File: src/rtl/ncnet_adder_arbiter.sv
// Round-robin arbiter sharing one 2-stage add-add-subtract pipeline among
// several requesters; results return with a one-hot acknowledge.
module ncnet_adder_arbiter #(
  parameter int unsigned P_DATA_WIDTH = 4,
  parameter int unsigned P_NUM_REQ    = 4,
  parameter int unsigned P_ID_WIDTH   = 2
) (
  input  logic                              i_clk,
  input  logic                              i_rst,
  input  logic                              i_en,
  input  logic [P_NUM_REQ-1:0]              i_req,
  input  logic [P_NUM_REQ*P_DATA_WIDTH-1:0] i_add1,
  input  logic [P_NUM_REQ*P_DATA_WIDTH-1:0] i_add2,
  input  logic [P_NUM_REQ*P_DATA_WIDTH-1:0] i_miuns,
  output logic [P_NUM_REQ-1:0]              o_ack,
  output logic [P_ID_WIDTH-1:0]             o_ack_id,
  output logic [P_DATA_WIDTH-1:0]           o_sum,
  output logic                              o_busy
);

  localparam int unsigned W  = P_DATA_WIDTH;
  localparam int unsigned N  = P_NUM_REQ;
  localparam int unsigned IW = P_ID_WIDTH;

  logic [N-1:0]  pend;
  logic [N-1:0]  elig;
  logic [N-1:0]  gnt_oh;
  logic [N-1:0]  ack_next;
  logic [IW-1:0] ptr;
  logic [IW-1:0] ptr_next;
  logic [IW-1:0] gnt_id;
  logic          gnt_vld;
  logic [IW:0]   scan;

  logic [W-1:0]  add1_a  [N];
  logic [W-1:0]  add2_a  [N];
  logic [W-1:0]  miuns_a [N];

  logic          s1_vld;
  logic [W-1:0]  s1_ab;
  logic [W-1:0]  s1_nc;
  logic [IW-1:0] s1_id;

  // Unpack per-requester operand slices
  always_comb begin
    for (int k = 0; k < N; k++) begin
      add1_a[k]  = i_add1[k*W +: W];
      add2_a[k]  = i_add2[k*W +: W];
      miuns_a[k] = i_miuns[k*W +: W];
    end
  end

  // Round-robin pick: first eligible requester at or after ptr, wrapping.
  // Pending requesters stay masked through their ack cycle, so a release
  // edge can never re-grant the same requester.
  always_comb begin
    elig    = i_req & ~pend & {N{i_en}};
    gnt_vld = 1'b0;
    gnt_id  = '0;
    scan    = '0;
    for (int i = 0; i < N; i++) begin
      scan = {1'b0, ptr} + (IW+1)'(i);
      if (scan >= (IW+1)'(N)) begin
        scan = scan - (IW+1)'(N);
      end
      if (!gnt_vld && elig[scan[IW-1:0]]) begin
        gnt_vld = 1'b1;
        gnt_id  = scan[IW-1:0];
      end
    end
    gnt_oh = '0;
    if (gnt_vld) begin
      gnt_oh[gnt_id] = 1'b1;
    end
    ptr_next = ptr;
    if (gnt_vld) begin
      ptr_next = (gnt_id == IW'(N - 1)) ? '0 : gnt_id + IW'(1);
    end
  end

  always_comb begin
    ack_next = '0;
    if (s1_vld) begin
      ack_next[s1_id] = 1'b1;
    end
  end

  // Stage 1 captures the partial sum and negated subtrahend; stage 2 finishes
  always_ff @(posedge i_clk or posedge i_rst) begin
    if (i_rst) begin
      pend     <= '0;
      ptr      <= '0;
      s1_vld   <= 1'b0;
      s1_ab    <= '0;
      s1_nc    <= '0;
      s1_id    <= '0;
      o_ack    <= '0;
      o_ack_id <= '0;
      o_sum    <= '0;
    end else begin
      pend   <= (pend & ~o_ack) | gnt_oh;
      ptr    <= ptr_next;
      s1_vld <= gnt_vld;
      if (gnt_vld) begin
        s1_ab <= add1_a[gnt_id] + add2_a[gnt_id];
        s1_nc <= ~miuns_a[gnt_id] + W'(1);
        s1_id <= gnt_id;
      end
      o_ack <= ack_next;
      if (s1_vld) begin
        o_sum    <= s1_ab + s1_nc;
        o_ack_id <= s1_id;
      end
    end
  end

  assign o_busy = (|pend) | s1_vld;

endmodule

File: config.mk
export PLATFORM = sky130hd
export DESIGN_NAME = ncnet_adder_arbiter
export DESIGN_NICKNAME = d
export VERILOG_FILES = /design/src/rtl/ncnet_adder_arbiter.sv
export SDC_FILE = /design/constraint.sdc
export NUM_CORES = 1
export LEC_CHECK = 0
export CAP_MARGIN = 25
export CORE_ASPECT_RATIO = 0.7
export CORE_MARGIN = 4
export CORE_UTILIZATION = 40
export CTS_CLUSTER_DIAMETER = 40
export DETAILED_ROUTE_END_ITERATION = 10
export PLACE_DENSITY = 0.82
export SYNTH_ARGS = -nofsm -noshare
export SYNTH_HDL_FRONTEND = slang
export SYNTH_SLANG_ARGS = --single-unit
File: constraint.sdc
create_clock -name i_clk -period 2.6 [get_ports i_clk]
set_input_delay 0.39 -clock i_clk [delete_from_list [all_inputs] [get_ports i_clk]]
set_output_delay 0.39 -clock i_clk [all_outputs]
set_load 0.03 [all_outputs]
# [Word level (Yosys, flattened, before mapping)]
# Index checks and enable logic that the tools add are counted.
[op_classes] addsub=11 order_cmp=13 n_eq_ne=1 n_mux=36 bitwise=9 n_reduce_logical=9
[ops] operator="$mux 4" count=8
[ops] operator="$bmux 4 s2" count=3
[ops] operator="$lt 2x3->1 const B" count=6
[ops] operator="$mux 2" count=9
[ops] operator="$and 4x4->4" count=3
[ops] operator="$ge 3x3->1 const B" count=4
[ops] operator="$not 4->4" count=3
[ops] operator="$mux 1" count=10
[ops] operator="$add 4x4->4" count=2
[ops] operator="$bmux 1 s2" count=4
[ops] operator="$sub 2x1->2 const B" count=4
[ops] operator="$add 2x2->3 const B" count=2
[ops] operator="$logic_and 1x1->1" count=5
[ops] operator="$add 4x1->4 const B" count=1
[ops] operator="$demux 1 s2" count=2
[ops] operator="$ge 2x1->1 const B" count=2
[ops] operator="$or 4x4->4" count=1
[ops] operator="$reduce_or 4->1" count=1
[ops] operator="$add 2x1->3 const B" count=1
[ops] operator="$ge 2x3->1 const B" count=1
[ops] operator="$logic_not 1->1" count=3
[ops] operator="$not 2->3" count=1
[ops] operator="$add 2x1->2 const B" count=1
[ops] operator="$eq 2x2->1 const B" count=1
[ops] operator="$or 1x1->1" count=1
[word_totals] reg_bits=27 inputBits=55 output_inout_bits=11 elab_cells=88

# [Logic depth before layout (Yosys ltp)]
[depth] depth_word=21 mapped_depth=10 depth_no_buf=10

# [Worst setup path after synthesis]
# No wires, ideal clock.
[synth_timing] path_type="reg2reg" startpoint="register pend[3]" endpoint="register s1_ab[3]" setup_time_ns=0.082 arrival_ns=2.784 t_required_ns=2.518 path_slack_ns=-0.266 path_stages_with_launch=10 n_path_buf=0 synth_period_minus_slack_ns=2.866 cell_sequence="dfrtp_1 > and2b_1 > o21ai_1 > a211oi_4 > mux4_1 > ha_1 > a21o_1 > a21oi_1 > or3_1 > a31oi_1"
[synth_via] elab_chain_cells=20 word_cells_on_any_way=33 cone_classes="add/sub (1); mux (22); bitwise (4); reduce/logical (6)"
[synth_rtl] element="from (decl)" line_no="25" text="logic [N-1:0] pend;"
[synth_rtl] element="from (signal assigned)" line_no="101" text="pend <= (pend & ~o_ack) | gnt_oh;"
[synth_rtl] element="$not 4->4 *" line_no="57" text="elig = i_req & ~pend & {N{i_en}};"
[synth_rtl] element="$and 4x4->4 * (2 in series)" line_no="57"
[synth_rtl] element="$bmux 1 s2" line_no="66" text="if (!gnt_vld && elig[scan[IW-1:0]]) begin"
[synth_rtl] element="$mux 1 (implied by the code)" line_no="66"
[synth_rtl] element="$mux 1" line_no="66"
[synth_rtl] element="$logic_not 1->1" line_no="66"
[synth_rtl] element="$logic_and 1x1->1" line_no="66"
[synth_rtl] element="$mux 1" line_no="66"
[synth_rtl] element="(+3 left out)"
[synth_rtl] element="$logic_not 1->1" line_no="66"
[synth_rtl] element="$logic_and 1x1->1" line_no="66"
[synth_rtl] element="$mux 2 *" line_no="66"
[synth_rtl] element="net gnt_id[0]" line_no="31" text="logic [IW-1:0] gnt_id;"
[synth_rtl] element="$not 2->3 (implied by the code) *" line_no="105" text="s1_ab <= add1_a[gnt_id] + add2_a[gnt_id];"
[synth_rtl] element="$bmux 4 s2" line_no="105"
[synth_rtl] element="$mux 4 (implied by the code) (2 in series)" line_no="105"
[synth_rtl] element="$add 4x4->4 *" line_no="105"
[synth_rtl] element="to (signal assigned)" line_no="105"
[synth_rtl] element="to (decl)" line_no="40" text="logic [W-1:0] s1_ab;"
# Mark *: on every way through the listed nets, which the timed path passes. The rest lies on a longest branch. The select of a mux whose other input is x is not followed.
# A chain may end at the register's enable or synchronous reset.

# [Worst setup path in the final report]
[layout_timing] startpoint="register pend[0]" endpoint="register s1_ab[1]"
# The elaborated chain is that of the path after synthesis.

==> results.sh <==
export IMPL_status="finished with violations"
export IMPL_violations="setup timing"
export IMPL_syn_inst=158
export IMPL_power_density_nw_per_um2=913
export IMPL_place_gp_congestion=0.841
export IMPL_layout_commonest_cell="clkdlybuf4s50_1"
export IMPL_maxCapViolCount=0
export IMPL_grt_pass1_wl_mm=7.22
export IMPL_overflow=0
export IMPL_total_power_mw=2.45
export IMPL_final_cell_mix="clkdlybuf4s50_1 (62), dfrtp_1 (27), nand2_1 (22)"
export IMPL_ant_nets=0
export IMPL_ys_warn_count=0
export IMPL_p_int_mw=1.48
export IMPL_die_w_um=86.7
export IMPL_hold_ws_ns=0.472
export IMPL_grt_max_degree=28
export IMPL_drtIter0Drc=52
export IMPL_ioPinCount=66
export IMPL_maxSlewHeadroom=0.698
export IMPL_skew_ns=0.00557
export IMPL_drc_errors=0
export IMPL_vias=1498
export IMPL_r2r_end="s1_ab[1]$_DFFE_PP0P_"
export IMPL_combPwrFrac=0.598
export IMPL_post_route_min_period_ns=2.81
export IMPL_crit_path_start_kind="flip-flop"
export IMPL_num_fill_cells=333
export IMPL_dp_hpwl_mm=3.56
export IMPL_dpl_cell_area_um2=2550
export IMPL_rrSetupSlack_ns=-0.21
export IMPL_final_layout_size_suffix_gt1_frac=0.193
export IMPL_synth_area_um2=1730
export IMPL_grt_pass1_vias=1519
export IMPL_start_util=0.429
export IMPL_finalSetupViolCount=6
export IMPL_cts_buffer_depth=2
export IMPL_routed_wl_mm=4.48
export IMPL_synth_seq_cells=27
export IMPL_fp_dieArea_um2=5470
export IMPL_synthesis_nets=226
export IMPL_synth_distinct_cells=41
export IMPL_htreeDepth=1
export IMPL_cts_tree="done"
export IMPL_wl_per_cell_um=15.1
export IMPL_tns_ns=-0.762
export IMPL_drt_vias_per_instance=5.06
export IMPL_postCtsHoldBufs=0
export IMPL_die_h_um=63.1
export IMPL_r2r_start="pend[0]$_DFF_PP0_"
export IMPL_firstDrtPassIters=4
export IMPL_grt_usage=0.170
export IMPL_yosysSeqAreaShare=0.390
export IMPL_end_kind="flip-flop"
export IMPL_p_switching_mw=0.968
export IMPL_cts_sinks=27
export IMPL_hold_class="input pin to asynchronous set/reset pin"
export IMPL_setup_ws_ns=-0.210
export IMPL_antennaDiodeCount=0
export IMPL_cp_max_fo=7
export IMPL_worstMarginPinSlew_ns=0.442
export IMPL_clk_root_buffer_cell="clkbuf_8"
export IMPL_crit_start="pend[0]$_DFF_PP0_"
export IMPL_dp_cells=287
export IMPL_arrival_ns=3.01
export IMPL_antenna_found_initial=0
export IMPL_fmax_mhz=356
export IMPL_place_ws_ns=-0.689
export IMPL_critical_path_class="flip-flop to flip-flop"
export IMPL_rsz0062_at_grt="true"
export IMPL_design_area_um2=2680
export IMPL_p_seq_frac=0.304
export IMPL_cellLeakagePower_nw=1.18
export IMPL_path_clk_slew_ns=0.10
export IMPL_syn_to_final_growth_pct=54.9
export IMPL_core_rowCount=19
export IMPL_ir_drop_mv=0.499
export IMPL_cts_made_buffers=3
export IMPL_fin_crit_sh=1.08
export IMPL_hold_violations=0
export IMPL_switching_share=0.395
export IMPL_fin_nets=313
export IMPL_portBuffers=65
export IMPL_avgSynthCellArea_um2=11.0
export IMPL_finalMaxSlewViolations=0
export IMPL_core_um2=4040
export IMPL_stdcell_count=296
export IMPL_required_ns=2.80
export IMPL_clk_latency_ns=0.27
export IMPL_clkPwrFrac=0.098
export IMPL_ff2ff_path_depth=11
export IMPL_utilization=0.664
power by group through the flow:
| stage | sequential, mW | clock, mW | combinational, mW |
|---|---|---|---|
| after floorplan | 0.839 | 0 | 0.735 |
| after global placement | 0.758 | 0 | 1.28 |
| after detailed placement | 0.761 | 0 | 1.32 |
| after CTS | 0.744 | 0.240 | 1.41 |
| after global routing | 0.772 | 0.262 | 1.63 |
| final | 0.744 | 0.240 | 1.47 |
registers in the layout, summed over array words and instances (netlist names):
register  count
s1_nc         4
o_ack_id      2
s1_ab         4
ptr           2
o_sum         4
pend          4
o_ack         4
s1_id         2
s1_vld        1
synth_stat cells (all sizes together):
library cell  instances  share of area
a2111oi               2          0.010
a211oi                3          0.020
a21boi                1         0.0043
a21o                  2         0.0087
a21oi                 5          0.014
a31oi                 1         0.0036
and2                  1         0.0036
and2b                 1         0.0043
and3                  1         0.0036
and3b                 1         0.0051
buf                   2         0.0043
clkbuf                2         0.0043
dfrtp                27           0.39
fa                    2          0.023
ha                   11          0.079
inv                  15          0.034
mux2                  3          0.019
mux2i                 1         0.0058
mux4                 10           0.15
nand2                23          0.050
nand2b                3          0.011
nand3                 1         0.0029
nand3b                2         0.0087
nor2                  5          0.011
nor2b                 2         0.0072
nor3                  1         0.0029
nor3b                 1         0.0043
nor4                  1         0.0036
o211a                 1         0.0058
o21ai                13          0.040
o31a                  1         0.0051
o31ai                 2         0.0087
or3                   1         0.0036
or3b                  1         0.0051
xnor2                 6          0.030
xor2                  3          0.015
critical path, cell delays in order (launching register included):
cell and delay, ns:
dfrtp_1 0.42, or3b_1 0.38, a21oi_2 0.22, a211oi_4 0.07, buf_12 0.15, buf_6 0.11
inv_4 0.05, mux4_2 0.52, ha_4 0.19, fa_2 0.51, nand2_1 0.05, o21ai_1 0.08
worst max-delay path by stage:
stage / to / cells after the start
final: s1_ab[1]$_DFFE_PP0P_ / 11
after global routing: s1_ab[3]$_DFFE_PP0P_ / 10
after CTS: s1_ab[3]$_DFFE_PP0P_ / 9
after detailed placement: s1_ab[2]$_DFFE_PP0P_ / 9
after global placement: s1_ab[3]$_DFFE_PP0P_ / 10
after floorplan: s1_ab[3]$_DFFE_PP0P_ / 9
metal layers:
metal | global-route usage | wire length (um) | vias to the layer above
li1 | - | - | 735
met1 | 0.242 | 2030 | 699
met2 | 0.260 | 2040 | 60
met3 | 0.0352 | 359 | 4
met4 | 0.0525 | 55 | 0
met5 | 0 | 0 | -
cells by family (layout without fill, tap and decap cells):
kind of cell             after synthesis  in the layout  synth area share
AND/OR/NAND/NOR                       45             45             0.126
AO/OA/AOI/OAI                         31             31             0.121
flip-flops                            27             27             0.390
buffers and inverters                 19            105            0.0426
XOR/XNOR                               9              9            0.0455
multiplexers                          14             14             0.173
adder cells (fa/ha/maj)               13             13             0.103
layout make-up:
cell class | instances | area (um^2) | area share
flip-flops and latches | 27 | 676 | 0.252
clock inverters | 1 | 5.00 | 0.00186
multi-input cells | 112 | 1010 | 0.378
clock buffers | 3 | 41.3 | 0.0154
inverters | 15 | 58.8 | 0.0219
well taps | 52 | 65.1 | 0.0242
repair buffers | 86 | 825 | 0.307
repair_timing:
action / in CTS / in global routing
resized for setup: 12 / 5
pin swaps: 9 / 5
buffers inserted: 5 / 1
setup endpoints to repair: 6 / 6
Power figures use the tool's default switching activity.
